$ cat config.mk
export PLATFORM = sky130hd
export DESIGN_NAME = tx_slice_scheduler
export DESIGN_NICKNAME = d
export VERILOG_FILES = /design/src/rtl/tx_slice_scheduler_pkg.sv /design/src/rtl/tx_slice_scheduler_slice_timer.sv /design/src/rtl/tx_slice_scheduler.sv
export SDC_FILE = /design/constraint.sdc
export NUM_CORES = 1
export LEC_CHECK = 0
export ABC_AREA = 1
export CELL_PAD_IN_SITES_DETAIL_PLACEMENT = 1
export CELL_PAD_IN_SITES_GLOBAL_PLACEMENT = 1
export CORE_ASPECT_RATIO = 1.75
export CORE_MARGIN = 2
export CORE_UTILIZATION = 30
export CTS_CLUSTER_DIAMETER = 120
export DETAILED_ROUTE_END_ITERATION = 10
export PLACE_DENSITY_LB_ADDON = 0.1
export SLEW_MARGIN = 20
export SYNTH_ARGS = -nofsm -noshare
export SYNTH_HDL_FRONTEND = slang
export SYNTH_SLANG_ARGS = --single-unit
$ cat constraint.sdc
create_clock -name clk -period 6.1 [get_ports clk]
set_clock_uncertainty 0.15 [all_clocks]
set_input_delay 1.22 -clock clk [delete_from_list [all_inputs] [get_ports clk]]
set_output_delay 1.22 -clock clk [all_outputs]
set_load 0.01 [all_outputs]
$ cat src/rtl/tx_slice_scheduler_pkg.sv
// Shared constants and event types for the per-queue transmit slice scheduler.
// Event priority is fixed here so the top, the timers and the bench agree.
package tx_slice_scheduler_pkg;

  localparam int NUM_SLICE   = 4;
  localparam int SLICE_W_DEF = 20;

  // Larger value wins when several events land in the same cycle.
  localparam int PRIO_NONE     = 0;
  localparam int PRIO_TICK     = 1;
  localparam int PRIO_RESYNC   = 2;
  localparam int PRIO_CFG_LOAD = 3;
  localparam int PRIO_RESET    = 4;

  typedef enum logic [1:0] {
    EVT_NONE     = 2'd0,
    EVT_TICK     = 2'd1,
    EVT_RESYNC   = 2'd2,
    EVT_CFG_LOAD = 2'd3
  } slice_evt_e;

  function automatic slice_evt_e pick_event(input logic cfg_load,
                                            input logic resync,
                                            input logic tick);
    slice_evt_e evt;
    evt = EVT_NONE;
    if (cfg_load)    evt = EVT_CFG_LOAD;
    else if (resync) evt = EVT_RESYNC;
    else if (tick)   evt = EVT_TICK;
    return evt;
  endfunction

endpackage

$ cat src/rtl/tx_slice_scheduler_slice_timer.sv
// One slice: period counter, shadowed window config, wrap strobe and the
// combinational window comparator (registered by the top).
module slice_timer
  import tx_slice_scheduler_pkg::*;
#(
  parameter int SLICE_W = SLICE_W_DEF
) (
  input  logic               clk,
  input  logic               rstn,
  input  slice_evt_e         evt,
  input  logic [SLICE_W-1:0] live_tot,
  input  logic [SLICE_W-1:0] live_st,
  input  logic [SLICE_W-1:0] live_en,
  input  logic [SLICE_W-1:0] guard,
  output logic               hit,
  output logic               wrap,
  output logic               wrap_now
);

  logic [SLICE_W-1:0] cnt_q, cnt_d;
  logic [SLICE_W-1:0] tot_q, tot_d;
  logic [SLICE_W-1:0] st_q, st_d;
  logic [SLICE_W-1:0] en_q, en_d;
  logic               wrap_q, wrap_d;
  logic [SLICE_W:0]   cnt_plus_guard;

  always_comb begin
    cnt_d  = cnt_q;
    tot_d  = tot_q;
    st_d   = st_q;
    en_d   = en_q;
    wrap_d = 1'b0;
    unique case (evt)
      EVT_CFG_LOAD: begin
        cnt_d = '0;
        tot_d = live_tot;
        st_d  = live_st;
        en_d  = live_en;
      end
      EVT_RESYNC: begin
        cnt_d = '0;
      end
      EVT_TICK: begin
        if (tot_q == '0) begin
          cnt_d = '0;
        end else if (cnt_q >= tot_q - SLICE_W'(1)) begin
          // >= also catches a period shortened below the running count
          cnt_d  = '0;
          wrap_d = 1'b1;
          tot_d  = live_tot;
          st_d   = live_st;
          en_d   = live_en;
        end else begin
          cnt_d = cnt_q + SLICE_W'(1);
        end
      end
      default: ;
    endcase
  end

  // Extra bit keeps cnt + guard from wrapping at the top of the range.
  assign cnt_plus_guard = {1'b0, cnt_q} + {1'b0, guard};

  always_comb begin
    hit = (tot_q == '0) || ((st_q <= cnt_q) && (cnt_plus_guard < {1'b0, en_q}));
  end

  always_ff @(posedge clk) begin
    if (!rstn) begin
      cnt_q  <= '0;
      tot_q  <= '0;
      st_q   <= '0;
      en_q   <= '0;
      wrap_q <= 1'b0;
    end else begin
      cnt_q  <= cnt_d;
      tot_q  <= tot_d;
      st_q   <= st_d;
      en_q   <= en_d;
      wrap_q <= wrap_d;
    end
  end

  assign wrap     = wrap_q;
  assign wrap_now = wrap_d;

endmodule

$ cat src/rtl/tx_slice_scheduler.sv
// Four-queue time-division transmit scheduler; owns the shared guard shadow
// and the sched_enable bypass, and registers the per-slice window decision.
module tx_slice_scheduler
  import tx_slice_scheduler_pkg::*;
#(
  parameter int SLICE_W = SLICE_W_DEF
) (
  input  logic               clk,
  input  logic               rstn,
  input  logic               tsf_pulse_1M,
  input  logic               sched_enable,
  input  logic               resync,
  input  logic               cfg_load,
  input  logic [SLICE_W-1:0] slice_total0,
  input  logic [SLICE_W-1:0] slice_total1,
  input  logic [SLICE_W-1:0] slice_total2,
  input  logic [SLICE_W-1:0] slice_total3,
  input  logic [SLICE_W-1:0] slice_start0,
  input  logic [SLICE_W-1:0] slice_start1,
  input  logic [SLICE_W-1:0] slice_start2,
  input  logic [SLICE_W-1:0] slice_start3,
  input  logic [SLICE_W-1:0] slice_end0,
  input  logic [SLICE_W-1:0] slice_end1,
  input  logic [SLICE_W-1:0] slice_end2,
  input  logic [SLICE_W-1:0] slice_end3,
  input  logic [SLICE_W-1:0] guard_time,
  output logic               slice_en0,
  output logic               slice_en1,
  output logic               slice_en2,
  output logic               slice_en3,
  output logic               slice_wrap0,
  output logic               slice_wrap1,
  output logic               slice_wrap2,
  output logic               slice_wrap3
);

  slice_evt_e evt;

  logic [SLICE_W-1:0] live_tot [NUM_SLICE];
  logic [SLICE_W-1:0] live_st  [NUM_SLICE];
  logic [SLICE_W-1:0] live_en  [NUM_SLICE];

  logic [NUM_SLICE-1:0] hit;
  logic [NUM_SLICE-1:0] wrap;
  logic [NUM_SLICE-1:0] wrap_now;

  logic [SLICE_W-1:0]   guard_q, guard_d;
  logic [NUM_SLICE-1:0] slice_en_q, slice_en_d;

  assign evt = pick_event(cfg_load, resync, tsf_pulse_1M);

  assign live_tot[0] = slice_total0;
  assign live_tot[1] = slice_total1;
  assign live_tot[2] = slice_total2;
  assign live_tot[3] = slice_total3;
  assign live_st[0]  = slice_start0;
  assign live_st[1]  = slice_start1;
  assign live_st[2]  = slice_start2;
  assign live_st[3]  = slice_start3;
  assign live_en[0]  = slice_end0;
  assign live_en[1]  = slice_end1;
  assign live_en[2]  = slice_end2;
  assign live_en[3]  = slice_end3;

  for (genvar g = 0; g < NUM_SLICE; g++) begin : g_slice
    slice_timer #(.SLICE_W(SLICE_W)) u_timer (
      .clk      (clk),
      .rstn     (rstn),
      .evt      (evt),
      .live_tot (live_tot[g]),
      .live_st  (live_st[g]),
      .live_en  (live_en[g]),
      .guard    (guard_q),
      .hit      (hit[g]),
      .wrap     (wrap[g]),
      .wrap_now (wrap_now[g])
    );
  end

  // Guard is shared, so any slice reaching its period boundary refreshes it.
  always_comb begin
    guard_d = guard_q;
    if (evt == EVT_CFG_LOAD || (|wrap_now)) guard_d = guard_time;
    slice_en_d = hit | {NUM_SLICE{!sched_enable}};
  end

  always_ff @(posedge clk) begin
    if (!rstn) begin
      guard_q    <= '0;
      slice_en_q <= '1;
    end else begin
      guard_q    <= guard_d;
      slice_en_q <= slice_en_d;
    end
  end

  assign slice_en0   = slice_en_q[0];
  assign slice_en1   = slice_en_q[1];
  assign slice_en2   = slice_en_q[2];
  assign slice_en3   = slice_en_q[3];
  assign slice_wrap0 = wrap[0];
  assign slice_wrap1 = wrap[1];
  assign slice_wrap2 = wrap[2];
  assign slice_wrap3 = wrap[3];

endmodule
### Word level (Yosys, flattened, before mapping)

Cells that the tools add are included.

| storage, ports and cells | value |
|---|---|
| register bits after elaboration | 348 |
| latch bits | 0 |
| RAM bits | 0 |
| ROM bits | 0 |
| bits of input ports | 266 |
| output and inout bits | 8 |
| logic and storage cells | 143 |
| memories | 0 |

| operators by class | value |
|---|---|
| $add $sub $neg | 12 |
| $mul | 0 |
| divide/modulo/power cells | 0 |
| magnitude comparators | 12 |
| eq/ne operators | 11 |
| shifts and indexed selects | 0 |
| mux-type cells | 63 |
| bitwise operators | 1 |
| reductions and logical operators | 22 |

Operator list:

| operator | number |
|---|---|
| 20-bit two-way mux | 32 |
| 20-bit case mux with 2 select lines | 16 |
| 20-bit by 20-bit adder with 21-bit output | 4 |
| 21-bit by 20-bit < comparator with 1-bit output | 4 |
| 20-bit by 1-bit adder with 20-bit output, second input constant | 4 |
| 20-bit >= comparator | 4 |
| 20-bit less-or-equal comparator | 4 |
| 20-bit zero test | 4 |
| 20-bit by 1-bit subtractor with 20-bit output, second input constant | 4 |
| 1-bit two-way mux | 13 |
| 3-bit AND reduction | 4 |
| 2-bit by 1-bit != test with 1-bit output, second input constant | 4 |
| 2-bit != test, second input constant | 4 |
| 1-bit logical OR | 5 |
| 2-bit == test, second input constant | 2 |
| 1-bit logical AND | 4 |
| 2-bit two-way mux | 2 |
| 4-bit bitwise OR | 1 |
| 2-bit nonzero test | 2 |
| 4-bit OR reduction | 1 |
| 2-bit by 1-bit == test with 1-bit output, second input constant | 1 |
| 2-bit OR reduction | 1 |
| 1-bit zero test | 1 |

### Logic depth before layout (Yosys ltp)

Gate-level depths: netlist (run 1).

| depth | value |
|---|---|
| depth in word-level cells | 7 |
| gate-level depth with buffers | 26 |
| mapped depth without buffers | 25 |

### Hierarchy

From an unflattened synthesis (run 1), not the netlist that was laid out.

| unflattened totals | value |
|---|---|
| cells, all modules | 4511 |
| area, all modules | 28432.3 um^2 |

By module, submodules not included:

| module | instances | cells an instance | area an instance (um^2) | seq. area each (um^2) |
|---|---|---|---|---|
| slice_timer at g_slice[0].u_timer ... | 2 | 1071 | 6772.7 | 1621.6 |
| slice_timer at g_slice[3].u_timer | 1 | 1092 | 6867.8 | 1621.6 |
| slice_timer at g_slice[1].u_timer | 1 | 1092 | 6850.3 | 1621.6 |
| tx_slice_scheduler | 1 | 185 | 1168.6 | 480.5 |

### Worst setup path after synthesis (run 1)

Ideal clock, no wire load.

| timing | value |
|---|---|
| kind | register to register |
| start | register g_slice[0].u_timer.tot_q[0] |
| end | register g_slice[0].u_timer.st_q[15] |
| library setup time | 0.116 ns |
| arrival time | 3.038 ns |
| data required time | 5.834 ns |
| slack | 2.796 ns |
| cell stages (with the launch flop) | 26 |
| path buffers | 2 |
| period minus slack after synthesis | 3.304 ns |
| cell sequence | dfxtp_1 -> inv_1 -> ha_1 -> inv_1 -> nor2_1 -> inv_1 -> nor3_1 -> nand2_1 -> nor2_1 -> nand2_1 -> xor2_1 -> inv_1 -> ha_1 -> nand2_1 -> nor2_2 -> nand2_1 -> nor2_1 -> nand2_1 -> nand4_4 -> nand2_2 -> nand2_4 -> inv_2 -> buf_6 -> buf_6 -> nor2_1 -> nor2_1 |

| between the ends | value |
|---|---|
| word-level cells in the longest chain between the ends | 4 |
| elaborated cells between the ends (all ways) | 6 |
| classes of those cells | add/sub: 1; order compare: 1; eq/ne: 2; reduce/logical: 2 |

Ends and longest elaborated chain:

| element | line | RTL |
|---|---|---|
| start: declaration | tx_slice_scheduler_slice_timer.sv:21 | `logic [SLICE_W-1:0] tot_q, tot_d;` |
| start signal: assignment | tx_slice_scheduler_slice_timer.sv:77 | `tot_q <= tot_d;` |
| 20-bit by 1-bit subtractor with 20-bit output | tx_slice_scheduler_slice_timer.sv:46 | `end else if (cnt_q >= tot_q - SLICE_W'(1)) begin` |
| 20-bit >= comparator | tx_slice_scheduler_slice_timer.sv:46 |  |
| 2-bit by 1-bit != test with 1-bit output (no source line) | -- |  |
| 3-bit AND reduction (no source line) * | -- |  |
| end signal: assignment | tx_slice_scheduler_slice_timer.sv:78 | `st_q <= st_d;` |
| end: declaration | tx_slice_scheduler_slice_timer.sv:22 | `logic [SLICE_W-1:0] st_q, st_d;` |

Every way passes the cells marked *; elsewhere a longest branch is shown, timed or not.
A chain may end at the register's enable or synchronous reset.

### Worst setup path after layout (run 1)

| timing | value |
|---|---|
| start | register g_slice[0].u_timer.tot_q[0] |
| end | register g_slice[0].u_timer.tot_q[19] |

| between the ends | value |
|---|---|
| word-level cells in the longest chain between the ends | 4 |
| elaborated cells between the ends (all ways) | 6 |
| classes of those cells | add/sub: 1; order compare: 1; eq/ne: 2; reduce/logical: 2 |

Ends and longest elaborated chain:

| element | line |
|---|---|
| 20-bit by 1-bit subtractor with 20-bit output | tx_slice_scheduler_slice_timer.sv:46 |
| 20-bit >= comparator | tx_slice_scheduler_slice_timer.sv:46 |
| 2-bit by 1-bit != test with 1-bit output (no source line) | -- |
| 3-bit AND reduction (no source line) * | -- |

Marked as above.

==> flow_metrics.env, run 1 <==
export IMPL_status="complete, no violations"
export IMPL_p_leak_nw=13.5
export IMPL_core_area_um2=84300
export IMPL_grt_max_degree=75
export IMPL_async_reset_ff_share_pct=0
export IMPL_die_area_um2=87300
export IMPL_fmax_mhz=209
export IMPL_vias_per_cell=4.92
export IMPL_synth_distinct_cells=52
export IMPL_grt_pass1_vias=26300
export IMPL_crit_type="register to register"
export IMPL_fin_crit_ns=4.78
export IMPL_fillers=10700
export IMPL_cts_tree="done"
export IMPL_clk_pin_slew_ns=0.06
export IMPL_powerDensity_nw_per_um2=205
export IMPL_finalMaxSlewViolations=0
export IMPL_ys_seq_area_share_pct=27.4
export IMPL_worst_pin_slew_ns=0.901
export IMPL_hp_class="register to register"
export IMPL_rows=141
export IMPL_min_period_over_period_pct=78.4
export IMPL_worstPathRequired_ns=6.41
export IMPL_ctsResizeCount=0
export IMPL_routedWlPerCell_um=18.9
export IMPL_initial_core_util_pct=30.2
export IMPL_cts_inserted_buffers=41
export IMPL_post_route_util_pct=36.1
export IMPL_finalHoldViolations=0
export IMPL_postSynthAreaPerCell_um2=6.94
export IMPL_syn_to_final_growth_pct=19.4
export IMPL_track_usage_pct=21.6
export IMPL_ir_drop_v=0.000196
export IMPL_route_antenna_remaining_nets=0
export IMPL_yosysWarnings=0
export IMPL_grt_overflow=0
export IMPL_end_kind="register"
export IMPL_drc=0
export IMPL_clkLatencyLatePin_ns=0.58
export IMPL_die_w_um=224
export IMPL_layout_nets=4496
export IMPL_drtPass1Iterations=4
export IMPL_synth_cells=3669
export IMPL_ys_ff_latch=348
export IMPL_layout_drive_gt1_share_pct=5.45
export IMPL_cts_hold_buffers=0
export IMPL_cts_path_max_buffers=3
export IMPL_h_tree_depth=2
export IMPL_maxCapViolations=0
export IMPL_cp_arrival_ns=5.10
export IMPL_cts_root_buf="clkbuf_16"
export IMPL_cp_max_fo=58
export IMPL_setup_tns_ns=0
export IMPL_relSlewSlack_pct=39.9
export IMPL_die_h_um=389
export IMPL_setup_viol=0
export IMPL_drtIter0Drc=820
export IMPL_vias=24600
export IMPL_post_cts_buffers=0
export IMPL_synth_edf_count=0
export IMPL_finalWirelength_um=94600
export IMPL_antenna_found_initial=9
export IMPL_critPathLaunchType="register"
export IMPL_hpwl_um=75000
export IMPL_gp_congestion=0.860
export IMPL_io_pin_count=274
export IMPL_rsz0062_at_grt="false"
export IMPL_cts_sinks=348
export IMPL_syn_cell_area_um2=25500
export IMPL_synth_nets=4267
export IMPL_grt_first_pass_wirelength_um=146000
export IMPL_io_buffers=273
export IMPL_ys_flop_type="dfxtp_1"
-- kinds of logic after synthesis --
kind of cell | count (synthesis) | share of synthesized area [%]
adder cells (fa/ha/maj) | 332 | 16.4
flip-flops | 348 | 27.4
XOR/XNOR | 169 | 5.81
AO/OA/AOI/OAI | 703 | 15.6
buffers and inverters | 562 | 9.07
AND/OR/NAND/NOR | 1555 | 25.8
-- power by group --
group          switching, mW  leakage, nW  internal, mW  total, mW
registers              0.116         2.86          2.39       2.50
logic                  0.705         9.96         0.520       1.22
clock network           1.08        0.638          1.42       2.50
total                   1.90         13.5          4.32       6.22
-- synthesized netlist by cell type (8+ instances only) --
master,count,area (um^2)
a211oi_1,9,67.6
a21o_1,14,105
a21oi_1,338,1690
a21oi_2,71,622
a31oi_1,13,81.3
buf_2,35,175
buf_6,9,101
clkbuf_1,45,169
dfxtp_1,348,6970
ha_1,328,4100
inv_1,437,1640
inv_2,20,75.1
nand2_1,771,2890
nand3_1,176,881
nand4_1,46,288
nor2_1,422,1580
nor2_2,15,93.8
nor3_1,58,290
nor3_2,9,90.1
nor4_1,25,156
o211ai_1,8,60.1
o21ai_0,173,866
o21ai_1,50,250
o21bai_1,10,75.1
xnor2_1,44,385
xor2_1,125,1090
-- final timing paths --
kind / slack [ns] / end / depth (start not counted) / startpoint
max: 1.32 / g_slice[0].u_timer.tot_q[19]$_SDFFE_PN0P_ / 24 / g_slice[0].u_timer.tot_q[0]$_SDFFE_PN0P_
min: 0.31 / g_slice[2].u_timer.en_q[8]$_SDFFE_PN0P_ / 2 / g_slice[2].u_timer.en_q[8]$_SDFFE_PN0P_
max reg2reg: 1.32 / g_slice[0].u_timer.tot_q[19]$_SDFFE_PN0P_ / 24 / g_slice[0].u_timer.tot_q[0]$_SDFFE_PN0P_
min reg2reg: 0.31 / g_slice[2].u_timer.en_q[8]$_SDFFE_PN0P_ / 2 / g_slice[2].u_timer.en_q[8]$_SDFFE_PN0P_
-- cell usage in the layout (no fill, tap or decap), types with 14 or more instances in the layout --
master	instances
nor4_1	25
o21ai_0	173
a21oi_2	71
inv_1	436
dfxtp_1	348
buf_4	16
nor3_1	57
xnor2_1	44
nand2_1	771
nor2_2	15
a21o_1	14
nor2_1	422
o21ai_1	50
clkbuf_16	41
a21oi_1	338
nand3_1	176
ha_1	328
clkdlybuf4s50_1	272
nand4_1	46
inv_2	18
xor2_1	125
-- layout make-up --
type	count	area, um^2	area share [%]
well taps	1072	1340	4.41
clock inverters	12	124	0.407
repair buffers	290	2880	9.48
diodes	2	5.00	0.0165
flip-flops and latches	348	6970	22.9
clock buffers	58	1170	3.85
multi-input cells	2759	16200	53.2
inverters	458	1730	5.68
-- through the flow --
stage | setup WS, ns | hold WS [ns] | total power, mW | instances | instance area, um^2
floorplan | 2.80 | 0.285 | 3.30 | 3669 | 25500
global placement | 1.40 | 0.300 | 3.79 | 4927 | 29100
detailed placement | 1.30 | 0.305 | 3.81 | 4927 | 29100
CTS | 1.27 | 0.314 | 6.36 | 4997 | 30400
global route | 0.807 | 0.338 | 6.59 | 4997 | 30400
finish | 1.32 | 0.310 | 6.22 | 4999 | 30400
-- per-layer routing --
layer,GRT usage (%),vias to the layer above,wire length (um)
met5,0,-,92
met4,6.95,14,3070
met3,2.91,134,2990
met2,42.6,330,50800
met1,23.3,11600,37700
li1,-,12500,-
-- sequential cells by signal (all words and copies together) (netlist names) --
signal                 flops
guard_q                   20
g_slice.u_timer.tot_q     80
g_slice.u_timer.st_q      80
g_slice.u_timer.en_q      80
g_slice.u_timer.cnt_q     80
g_slice.u_timer.wrap       4
slice_en_q                 4
-- critical path, cell delays in order, from the launching register on --
cell,delay [ns]
dfxtp_1,0.32
inv_1,0.13
ha_1,0.20
inv_1,0.05
nor2_1,0.16
inv_1,0.10
nor3_1,0.30
nand2_1,0.13
nor2_1,0.17
nand2_1,0.08
xor2_1,0.14
inv_1,0.06
ha_1,0.26
nand2_1,0.07
nor2_2,0.16
nand2_1,0.08
nor2_1,0.11
nand2_1,0.09
nand4_4,0.18
nand2_2,0.09
nand2_4,0.26
clkinv_2,0.59
buf_12,0.42
o21ai_0,0.25
a21oi_2,0.05
Power figures use the tool's default switching activity.
==> run 2, diff against run 1 <==
- clock period: 6.1 -> 4.56 ns (I/O delays scaled with it)
==> run 2 against run 1 <==
  * Sequential power up 33%
  * Largest power group is now the clock network
  * Critical path depth grew 1
  * Highest routed layer is now met4
  * Cell count grew 0.66%
  * Routed wire length grew 0.42%
  * Critical path type unchanged
  * Maximum frequency increased by 18%
  * Worst setup slack lost 0.81 ns
  * Sequential cell count stayed put
  * Hold slack worse by 0.00070 ns
==> flow_metrics.env, run 2 (same netlist as run 1, synthesis figures left out) <==
export IMPL_ir_drop_v=0.000219
export IMPL_cts_inserted_buffers=41
export IMPL_comb_power_share_pct=20.2
export IMPL_clk_pin_slew_ns=0.06
export IMPL_relSlewSlack_pct=44.2
export IMPL_ctsResizeCount=0
export IMPL_fin_crit_ns=4.05
export IMPL_cp_arrival_ns=4.37
export IMPL_cp_max_fo=34
export IMPL_cts_sinks=348
export IMPL_post_cts_buffers=0
export IMPL_final_area_um2=30800
export IMPL_initial_core_util_pct=30.2
export IMPL_finalHoldViolations=0
export IMPL_grt_first_pass_wirelength_um=147000
export IMPL_seqPwrFrac_pct=39.8
export IMPL_total_power_mw=8.38
export IMPL_crit_type="register to register"
export IMPL_rsz0062_at_grt="false"
export IMPL_h_tree_depth=2
export IMPL_cpPeakStageDelay_ns=0.35
export IMPL_grt_max_degree=67
export IMPL_rows=141
export IMPL_drtIter0Drc=827
export IMPL_drtPass1Iterations=4
export IMPL_r2r_cells=25
export IMPL_min_period_over_period_pct=88.9
export IMPL_fin_ws_ns=0.505
export IMPL_diodes=0
export IMPL_hp_class="register to register"
export IMPL_io_buffers=273
export IMPL_final_common_cell="nand2_1"
export IMPL_slowest_stage="nor4_1"
export IMPL_setup_viol=0
export IMPL_end_kind="register"
export IMPL_track_usage_pct=21.8
export IMPL_grt_overflow=0
export IMPL_grt_pass1_vias=26300
export IMPL_layout_nets=4533
export IMPL_setup_tns_ns=0
export IMPL_gp_congestion=0.861
export IMPL_vias=24600
export IMPL_cts_path_max_buffers=3
export IMPL_routedWlPerCell_um=18.9
export IMPL_syn_to_final_growth_pct=20.9
export IMPL_route_antenna_remaining_nets=0
export IMPL_drc=0
export IMPL_core_area_um2=84300
export IMPL_layout_drive_gt1_share_pct=6.39
export IMPL_p_leak_nw=13.7
export IMPL_final_cells=5032
export IMPL_p_sw_share_pct=30.2
export IMPL_dpl_cell_area_um2=29500
export IMPL_die_area_um2=87300
export IMPL_maxCapViolations=0
export IMPL_dp_slack_ns=0.255
export IMPL_internal_power_mw=5.85
export IMPL_hpwl_um=76900
export IMPL_worstPathRequired_ns=4.88
export IMPL_powerDensity_nw_per_um2=272
export IMPL_critPathLaunchType="register"
export IMPL_status="complete, no violations"
export IMPL_fmax_mhz=247
export IMPL_worst_pin_slew_ns=0.837
export IMPL_finalMaxSlewViolations=0
export IMPL_cts_tree="done"
export IMPL_dp_cells=4964
export IMPL_die_h_um=389
export IMPL_fillers=10600
export IMPL_p_clk_share_pct=40.0
export IMPL_io_pin_count=274
export IMPL_worst_hold_path_num_cells=2
export IMPL_vias_per_cell=4.90
export IMPL_antenna_found_initial=0
export IMPL_cts_hold_buffers=0
export IMPL_finalWirelength_um=95000
export IMPL_die_w_um=224
export IMPL_cts_root_buf="clkbuf_16"
export IMPL_p_sw_mw=2.53
export IMPL_final_cell_mix="nand2_1, inv_1, nor2_1, dfxtp_1, a21oi_1"
export IMPL_clkLatencyLatePin_ns=0.59
export IMPL_crit_top_cell="nand2_1"
-- run 2: cell type report --
| type | count | area (um^2) | share of cell area (%) |
|---|---|---|---|
| multi-input cells | 2759 | 16200 | 52.6 |
| repair buffers | 327 | 3240 | 10.5 |
| well taps | 1072 | 1340 | 4.36 |
| inverters | 458 | 1730 | 5.61 |
| flip-flops and latches | 348 | 6970 | 22.6 |
| clock buffers | 52 | 1110 | 3.60 |
| clock inverters | 16 | 188 | 0.610 |
-- run 2: worst max-delay path: cells and delay by family (launching register included) --
family                   cells  cell delay (ns)
AND/OR/NAND/NOR             13             1.70
buffers and inverters        7             0.96
AO/OA/AOI/OAI                3             0.38
flip-flops                   1             0.31
adder cells (fa/ha/maj)      2             0.43
-- run 2: stage by stage --
| stage | hold WS, ns | util, % |
|---|---|---|
| 2_1_floorplan | 0.285 | - |
| 3_3_place_gp | 0.300 | 34.9 |
| 3_5_place_dp | 0.303 | 34.9 |
| 4_1_cts | 0.313 | 36.5 |
| 5_1_grt | 0.333 | 36.5 |
| 6_report | 0.310 | 36.5 |
-- run 2: worst paths after layout --
check | from | end | slack, ns
worst max-delay path | g_slice[3].u_timer.tot_q[1]$_SDFFE_PN0P_ | g_slice[3].u_timer.en_q[18]$_SDFFE_PN0P_ | 0.51
worst min register to register | g_slice[2].u_timer.en_q[3]$_SDFFE_PN0P_ | g_slice[2].u_timer.en_q[3]$_SDFFE_PN0P_ | 0.31
worst max register to register | g_slice[3].u_timer.tot_q[1]$_SDFFE_PN0P_ | g_slice[3].u_timer.en_q[18]$_SDFFE_PN0P_ | 0.51
worst min-delay path | g_slice[2].u_timer.en_q[3]$_SDFFE_PN0P_ | g_slice[2].u_timer.en_q[3]$_SDFFE_PN0P_ | 0.31
-- run 2: power by group through the flow --
stage	Clock, mW	Combinational (mW)	Sequential [mW]
after floorplan	0	1.08	3.34
after global placement	0	1.70	3.40
after detailed placement	0	1.73	3.40
after CTS	3.48	1.74	3.34
after global routing	3.57	1.95	3.35
final	3.35	1.70	3.33
-- run 2: per-layer routing --
metal	track usage, %	part of all wire (%)	up-vias
li1	-	-	12600
met1	23.8	40	11600
met2	43.3	54	293
met3	2.26	2.3	107
met4	6.63	3.1	0
met5	0	0	-
